File: src/rtl/rv_pipe_pkg.sv
// Shared pipeline package for the RV core front end.
// Holds the legal NOP that is shown to ID when no real instruction exists,
// default datapath widths, and the fetch FSM state encoding.
// No ports (package).
package rv_pipe_pkg;

  localparam int INST_LENGTH_DEF = 32;
  localparam int PC_LENGTH_DEF   = 32;

  // add x0, x0, x0 -- architecturally a no-op
  localparam logic [31:0] NOP_INST = 32'h00000033;

  // IDLE : free to issue a request when a buffer slot is guaranteed
  // REQ  : one request outstanding, its data will be kept
  // KILL : one request outstanding, its data will be dropped (redirect seen)
  typedef enum logic [1:0] {
    IDLE = 2'd0,
    REQ  = 2'd1,
    KILL = 2'd2
  } fetch_state_e;

endpackage

File: src/rtl/if_fetch_unit_if.sv
// Instruction memory fetch bus.
// Signals:
//   imem_req   fetch request, held high until imem_ack
//   imem_addr  fetch address, stable while imem_req is high
//   imem_ack   one-cycle pulse, imem_rdata valid in that cycle
//   imem_rdata fetched word
// Modports: master (fetch unit side), slave (memory side).
interface if_fetch_unit_if #(
  parameter int INST_LENGTH = 32,
  parameter int PC_LENGTH   = 32
) ();

  logic                   imem_req;
  logic [PC_LENGTH-1:0]   imem_addr;
  logic                   imem_ack;
  logic [INST_LENGTH-1:0] imem_rdata;

  modport master (
    output imem_req,
    output imem_addr,
    input  imem_ack,
    input  imem_rdata
  );

  modport slave (
    input  imem_req,
    input  imem_addr,
    output imem_ack,
    output imem_rdata
  );

endinterface

File: src/rtl/if_prefetch_fifo.sv
// Small synchronous prefetch FIFO used by the fetch unit.
// Ports:
//   clk, rst_n   clock, asynchronous active-low reset
//   push         write push_data at the tail
//   pop          discard the head entry
//   flush        empty the FIFO; overrides push and pop in the same cycle
//   push_data    entry to write
//   head_data    current head entry (meaningless while count == 0)
//   count        number of valid entries, 0..DEPTH
// The producer guarantees it never pushes into a full FIFO.
module if_prefetch_fifo #(
  parameter int DATA_W = 64,
  parameter int DEPTH  = 2,
  parameter int CNT_W  = $clog2(DEPTH) + 1
) (
  input  logic              clk,
  input  logic              rst_n,
  input  logic              push,
  input  logic              pop,
  input  logic              flush,
  input  logic [DATA_W-1:0] push_data,
  output logic [DATA_W-1:0] head_data,
  output logic [CNT_W-1:0]  count
);

  localparam int PTR_W = $clog2(DEPTH);

  logic [DATA_W-1:0] mem [DEPTH];
  logic [PTR_W-1:0]  rd_ptr;
  logic [PTR_W-1:0]  wr_ptr;

  // Pointer and occupancy bookkeeping; DEPTH is a power of two so the
  // pointers wrap naturally.
  always_ff @(posedge clk or negedge rst_n) begin
    if (!rst_n) begin
      rd_ptr <= '0;
      wr_ptr <= '0;
      count  <= '0;
    end else if (flush) begin
      rd_ptr <= '0;
      wr_ptr <= '0;
      count  <= '0;
    end else begin
      if (push) wr_ptr <= wr_ptr + PTR_W'(1);
      if (pop)  rd_ptr <= rd_ptr + PTR_W'(1);
      case ({push, pop})
        2'b10:   count <= count + CNT_W'(1);
        2'b01:   count <= count - CNT_W'(1);
        default: count <= count;
      endcase
    end
  end

  // Storage needs no reset: the head is only looked at when count != 0.
  always_ff @(posedge clk) begin
    if (push && !flush) mem[wr_ptr] <= push_data;
  end

  assign head_data = mem[rd_ptr];

endmodule

File: src/rtl/if_fetch_unit.sv
// IF-stage instruction fetch unit.
// Owns the PC, fetches one word at a time from instruction memory, buffers
// fetched words and presents {inst_hat, PC_hat} to the IF/ID register.
// A redirect (PCSel) flushes the buffer and drops any in-flight fetch.
// Ports:
//   clk, rst_n    clock, asynchronous active-low reset
//   imem          fetch bus (master modport)
//   PCSel         redirect from EX; pc_target sampled when high
//   pc_target     redirect address
//   stall         ID not accepting, hold the head entry
//   inst_hat      head instruction, NOP when fetch_valid=0
//   PC_hat        head PC, 0 when fetch_valid=0
//   fetch_valid   head entry is real
//   perf_fetched  (FETCH_PERF_EN only) number of words pushed, saturating
//   perf_bubbles  (FETCH_PERF_EN only) cycles with no valid head and no stall
// Optional feature macro: FETCH_PERF_EN.
module if_fetch_unit
  import rv_pipe_pkg::*;
#(
  parameter int                 INST_LENGTH = INST_LENGTH_DEF,
  parameter int                 PC_LENGTH   = PC_LENGTH_DEF,
  parameter int                 FIFO_DEPTH  = 2,
  parameter logic [PC_LENGTH-1:0] RESET_PC  = '0
) (
  input  logic                   clk,
  input  logic                   rst_n,
  if_fetch_unit_if.master        imem,
  input  logic                   PCSel,
  input  logic [PC_LENGTH-1:0]   pc_target,
  input  logic                   stall,
  output logic [INST_LENGTH-1:0] inst_hat,
  output logic [PC_LENGTH-1:0]   PC_hat,
  output logic                   fetch_valid
`ifdef FETCH_PERF_EN
  ,
  output logic [31:0]            perf_fetched,
  output logic [31:0]            perf_bubbles
`endif
);

  localparam int CNT_W   = $clog2(FIFO_DEPTH) + 1;
  localparam int ENTRY_W = INST_LENGTH + PC_LENGTH;

  fetch_state_e         state, state_n;
  logic [PC_LENGTH-1:0] pc_next, pc_next_n;
  logic [PC_LENGTH-1:0] addr_q, addr_q_n;
  logic                 push, pop, flush;
  logic [CNT_W-1:0]     count;
  logic [ENTRY_W-1:0]   head;

  if_prefetch_fifo #(
    .DATA_W (ENTRY_W),
    .DEPTH  (FIFO_DEPTH),
    .CNT_W  (CNT_W)
  ) u_fifo (
    .clk       (clk),
    .rst_n     (rst_n),
    .push      (push),
    .pop       (pop),
    .flush     (flush),
    .push_data ({imem.imem_rdata, addr_q}),
    .head_data (head),
    .count     (count)
  );

  // FSM state, next fetch PC and the latched request address.
  always_ff @(posedge clk or negedge rst_n) begin
    if (!rst_n) begin
      state   <= IDLE;
      pc_next <= RESET_PC;
      addr_q  <= RESET_PC;
    end else begin
      state   <= state_n;
      pc_next <= pc_next_n;
      addr_q  <= addr_q_n;
    end
  end

  // Next-state logic. A request is only issued from IDLE when a slot is free,
  // and only one request is ever outstanding, so the push cannot overflow.
  // addr_q holds the request address so it stays stable in KILL even though
  // pc_next may already point at the redirect target.
  always_comb begin
    state_n   = state;
    pc_next_n = pc_next;
    addr_q_n  = addr_q;
    push      = 1'b0;
    case (state)
      IDLE: begin
        if (PCSel) begin
          pc_next_n = pc_target;
        end else if (count < CNT_W'(FIFO_DEPTH)) begin
          addr_q_n = pc_next;
          state_n  = REQ;
        end
      end
      REQ: begin
        if (PCSel) begin
          pc_next_n = pc_target;
          state_n   = imem.imem_ack ? IDLE : KILL;
        end else if (imem.imem_ack) begin
          push      = 1'b1;
          pc_next_n = pc_next + PC_LENGTH'(4);
          state_n   = IDLE;
        end
      end
      KILL: begin
        if (PCSel) pc_next_n = pc_target;
        if (imem.imem_ack) state_n = IDLE;
      end
      default: state_n = IDLE;
    endcase
  end

  assign flush       = PCSel;
  assign fetch_valid = (count != '0);
  assign pop         = fetch_valid && !stall && !PCSel;

  assign imem.imem_req  = (state == REQ) || (state == KILL);
  assign imem.imem_addr = addr_q;

  assign inst_hat = fetch_valid ? head[ENTRY_W-1:PC_LENGTH] : INST_LENGTH'(NOP_INST);
  assign PC_hat   = fetch_valid ? head[PC_LENGTH-1:0]       : '0;

`ifdef FETCH_PERF_EN
  // Saturating performance counters, cleared only by reset.
  always_ff @(posedge clk or negedge rst_n) begin
    if (!rst_n) begin
      perf_fetched <= '0;
      perf_bubbles <= '0;
    end else begin
      if (push && (perf_fetched != 32'hFFFF_FFFF))
        perf_fetched <= perf_fetched + 32'd1;
      if (!fetch_valid && !stall && (perf_bubbles != 32'hFFFF_FFFF))
        perf_bubbles <= perf_bubbles + 32'd1;
    end
  end
`endif

endmodule

File: src/flat_wrapper.sv
// flat-port wrapper written by rule: the top's interface ports become plain ports
module if_fetch_unit_flat import rv_pipe_pkg::*;
#(
  parameter int                 INST_LENGTH = INST_LENGTH_DEF,
  parameter int                 PC_LENGTH   = PC_LENGTH_DEF,
  parameter int                 FIFO_DEPTH  = 2,
  parameter logic [PC_LENGTH-1:0] RESET_PC  = '0
)
  (clk, rst_n, PCSel, pc_target, stall, inst_hat, PC_hat, fetch_valid, imem_imem_req, imem_imem_addr, imem_imem_ack, imem_imem_rdata);
  if_fetch_unit_if #(.INST_LENGTH(INST_LENGTH), .PC_LENGTH(PC_LENGTH)) imem_i ();
  input  logic clk;
  input  logic rst_n;
  input  logic PCSel;
  input  logic [PC_LENGTH-1:0] pc_target;
  input  logic stall;
  output logic [INST_LENGTH-1:0] inst_hat;
  output logic [PC_LENGTH-1:0] PC_hat;
  output logic fetch_valid;
  output wire logic [$bits(imem_i.imem_req)-1:0] imem_imem_req;
  output wire logic [$bits(imem_i.imem_addr)-1:0] imem_imem_addr;
  input wire logic [$bits(imem_i.imem_ack)-1:0] imem_imem_ack;
  input wire logic [$bits(imem_i.imem_rdata)-1:0] imem_imem_rdata;
  assign imem_imem_req = imem_i.imem_req;
  assign imem_imem_addr = imem_i.imem_addr;
  assign imem_i.imem_ack = imem_imem_ack;
  assign imem_i.imem_rdata = imem_imem_rdata;
  if_fetch_unit #(.INST_LENGTH(INST_LENGTH), .PC_LENGTH(PC_LENGTH), .FIFO_DEPTH(FIFO_DEPTH), .RESET_PC(RESET_PC)) u_core (.clk(clk), .rst_n(rst_n), .imem(imem_i), .PCSel(PCSel), .pc_target(pc_target), .stall(stall), .inst_hat(inst_hat), .PC_hat(PC_hat), .fetch_valid(fetch_valid));
endmodule
File: config.mk
export PLATFORM = sky130hd
export DESIGN_NAME = if_fetch_unit_flat
export DESIGN_NICKNAME = d
export VERILOG_FILES = /design/src/rtl/rv_pipe_pkg.sv /design/src/rtl/if_fetch_unit_if.sv /design/src/rtl/if_prefetch_fifo.sv /design/src/rtl/if_fetch_unit.sv /design/src/flat_wrapper.sv
export SDC_FILE = /design/constraint.sdc
export NUM_CORES = 1
export LEC_CHECK = 0
export ABC_AREA = 1
export CAP_MARGIN = 20
export CORE_ASPECT_RATIO = 0.75
export CORE_UTILIZATION = 50
export DETAILED_ROUTE_END_ITERATION = 10
export HOLD_SLACK_MARGIN = 0.1
export PLACE_DENSITY = 0.86
export SKIP_LAST_GASP = 1
export SLEW_MARGIN = 15
export SYNTH_ARGS = -nofsm -noshare
export SYNTH_HDL_FRONTEND = slang
export SYNTH_HIERARCHICAL = 1
export SYNTH_SLANG_ARGS = --single-unit
File: constraint.sdc
create_clock -name clk -period 12.3 [get_ports clk]
set_input_delay 3.69 -clock clk [delete_from_list [all_inputs] [get_ports clk]]
set_output_delay 3.69 -clock clk [all_outputs]
set_load 0.01 [all_outputs]
==> impl_metrics.toml <==
[run_status]
status = "finished clean"

[cts]
insertion_delay_ns = 0.43
cts-buffers-inserted = 17
postCtsSetupRepairBufs = 0
ctsHoldBuffers = 0
h-tree-depth = 4
clk_pin_slew_ns = 0.07
cts_tree = "yes"
clockBufferDepth = 2
root_buffer = "clkbuf_16"
cts.sinks = 198
ctsResizeCount = 0

[timing]
min_period_ns = 6.50
drv_slew = 0
fmaxAchievable_ghz = 0.154
tns_ns = 0
tightest_slew_ns = 1.10
setup_viol = 0
relSlewSlack = 0.267
hold_violations = 0
rsz0062_at_grt = "no"
skew_ns = 0.0105
fin_crit_sh = 0.529

[layout]
stdcell_count = 1309
final_util = 0.657
fin_nets = 1128
drive_gt1_frac = 0.126
syn2layout_area_growth_pct = 26.8
final_cell_mix = "nand2_1, clkdlybuf4s50_1, nor2_1"
layout_commonest_cell = "nand2_1"

[synthesis]
synth_largest_area_cell = "edfxtp_1"
synth_fp_nets = 968
syn_inst = 893
synth_seq_area_share = 0.603
ys_top_cells_by_area = "edfxtp_1, dfrtp_1, nand2_1"
synth_seq_cells = 198
synth.cell_area_um2 = 9280
ys_warn_count = 6
syn_area_per_cell_um2 = 10.4
synth_cell_types = 31
synth_top_area_frac = 0.414

[drt]
routed_wl_um = 21600
dr.pass1.iters = 6
vias = 6847
drcViolationCount = 0
wl_per_cell_um = 16.5
antenna_left = 0
via_per_inst = 5.23
drt_iter0_drc = 773

[place]
portBuffers = 166
dp_cells = 1276
dp_hpwl_um = 14700
gp_congestion = 0.997

[worst_setup_path]
worstSetupPathType = "reg -> out"
start_kind = "flip-flop"
worst-endpoint-arrival_ns = 2.81
critPathMaxFanout = 66
worstPathRequired_ns = 8.61
end_kind = "output port"

[pwr]
p_seq_frac = 0.411
p_switching_mw = 0.881
ir_drop_v = 0.000109
p_clk_frac = 0.245
power_frac_comb = 0.343
leakage_nw = 4.84
swShare = 0.358
internal_power_mw = 1.58
powerDensity_nw_per_um2 = 209

[global_route]
grt_pass1_wl_um = 33900
grtUsageTotal = 0.232
grt_max_degree = 71
grt_overflow = 0
antenna_found_initial = 1
grt_pass1_vias = 6414
grt.busiest_layer = "met2"
gr-usage-met2 = 0.360
grt.met1_usage = 0.322
met3_usage = 0.0595

[floorplan]
num_io_pins = 167
fp.dieH_um = 120
coreArea_um2 = 17900
rows = 42
start_util = 0.518
die_area_um2 = 19100
dieWidth_um = 159

[hold_path]
hold_path_class = "reg -> reg"

[run]
cap_violations = 0
==> worst paths after layout <==
check,start,end,slack [ns],depth (start not counted)
setup reg to reg,u_core/state[1]$_DFFE_PN0P_,u_core/u_fifo/mem[0][31]$_DFFE_PP_,9.76,7
hold reg to reg,u_core/imem.imem_addr[7]$_DFFE_PN0P_,u_core/u_fifo/mem[0][7]$_DFFE_PP_,0.49,0
min in group asynchronous,rst_n,u_core/pc_next[26]$_DFFE_PN0P_,3.47,2
hold / removal,u_core/imem.imem_addr[7]$_DFFE_PN0P_,u_core/u_fifo/mem[0][7]$_DFFE_PP_,0.49,0
setup / recovery,u_core/u_fifo/rd_ptr$_DFFE_PN0P_,inst_hat[5],5.80,4
max in group asynchronous,rst_n,u_core/u_fifo/rd_ptr$_DFFE_PN0P_,8.14,2
==> per-stage QoR <==
stage | total power [mW] | worst slack [ns] | hold WS (ns) | instance area (um2)
after floorplan | 1.48 | 5.13 | 0.449 | 9280
after global placement | 1.82 | 6.23 | 0.465 | 11100
after detailed placement | 1.85 | 6.21 | 0.480 | 11100
after CTS | 2.46 | 5.78 | 0.496 | 11800
after global routing | 2.60 | 5.67 | 0.510 | 11800
final | 2.46 | 5.80 | 0.493 | 11800
==> registers in the layout (all words and copies together), names as in the netlist <==
register / count
u_core/u_fifo/wr_ptr: 1
u_core/u_fifo/count: 2
u_core/u_fifo/mem: 128
u_core/state: 2
u_core/imem.imem_addr: 32
u_core/pc_next: 32
u_core/u_fifo/rd_ptr: 1
==> final cells by class <==
cell class	instances	area, um2
Fill cell	1370	6150
Sequential cell	198	5600
Multi-Input combinational cell	549	3080
Timing Repair Buffer	172	1700
Inverter	115	434
Clock buffer	18	429
Tap cell	242	303
Clock inverter	14	219
Antenna cell	1	2.50
==> cells in the mapped netlist <==
cell,number
nand2_1,177
nor2_1,149
edfxtp_1,128
inv_1,111
dfrtp_1,70
o21ai_0,47
mux2_4,38
nand3_1,38
mux2_2,33
a21oi_1,21
buf_2,12
clkbuf_1,10
o22ai_1,8
buf_6,7
ha_1,6
o21ai_1,5
or2_2,5
nand4_1,4
nor2_2,4
inv_2,3
nand2_2,3
a22oi_1,2
buf_4,2
nor2_4,2
xor2_1,2
inv_4,1
nand3_2,1
nor2_8,1
nor3_1,1
o2111ai_1,1
o31ai_2,1
==> power groups by stage <==
stage	clock, mW	sequential [mW]	combinational [mW]
after floorplan	0	0.995	0.487
final	0.604	1.01	0.846
after CTS	0.612	1.01	0.842
after global placement	0	1.01	0.809
after detailed placement	0	1.02	0.833
after global routing	0.637	1.03	0.931
==> cell families after synthesis <==
group                      share of synthesized area
and+or+nand+nor                                0.169
DFF                                            0.603
buffers and inverters                         0.0674
AOI/OAI and AO/OA                             0.0487
muxes                                          0.102
adders and majority gates                    0.00809
xor gates and xnor gates                     0.00189
==> layer usage <==
metal	routed length, um	vias up
li1	-	3246
met5	0	-
met3	1650	49
met1	9540	3222
met4	448	0
met2	9970	330
==> critical path: stages (launching register included) <==
cell	delay (ns)
dfrtp_4	0.39
buf_4	0.77
mux2_4	0.36
or2_2	0.29
clkdlybuf4s50_1	0.47
Note: power is estimated with default switching activity, not from simulation.
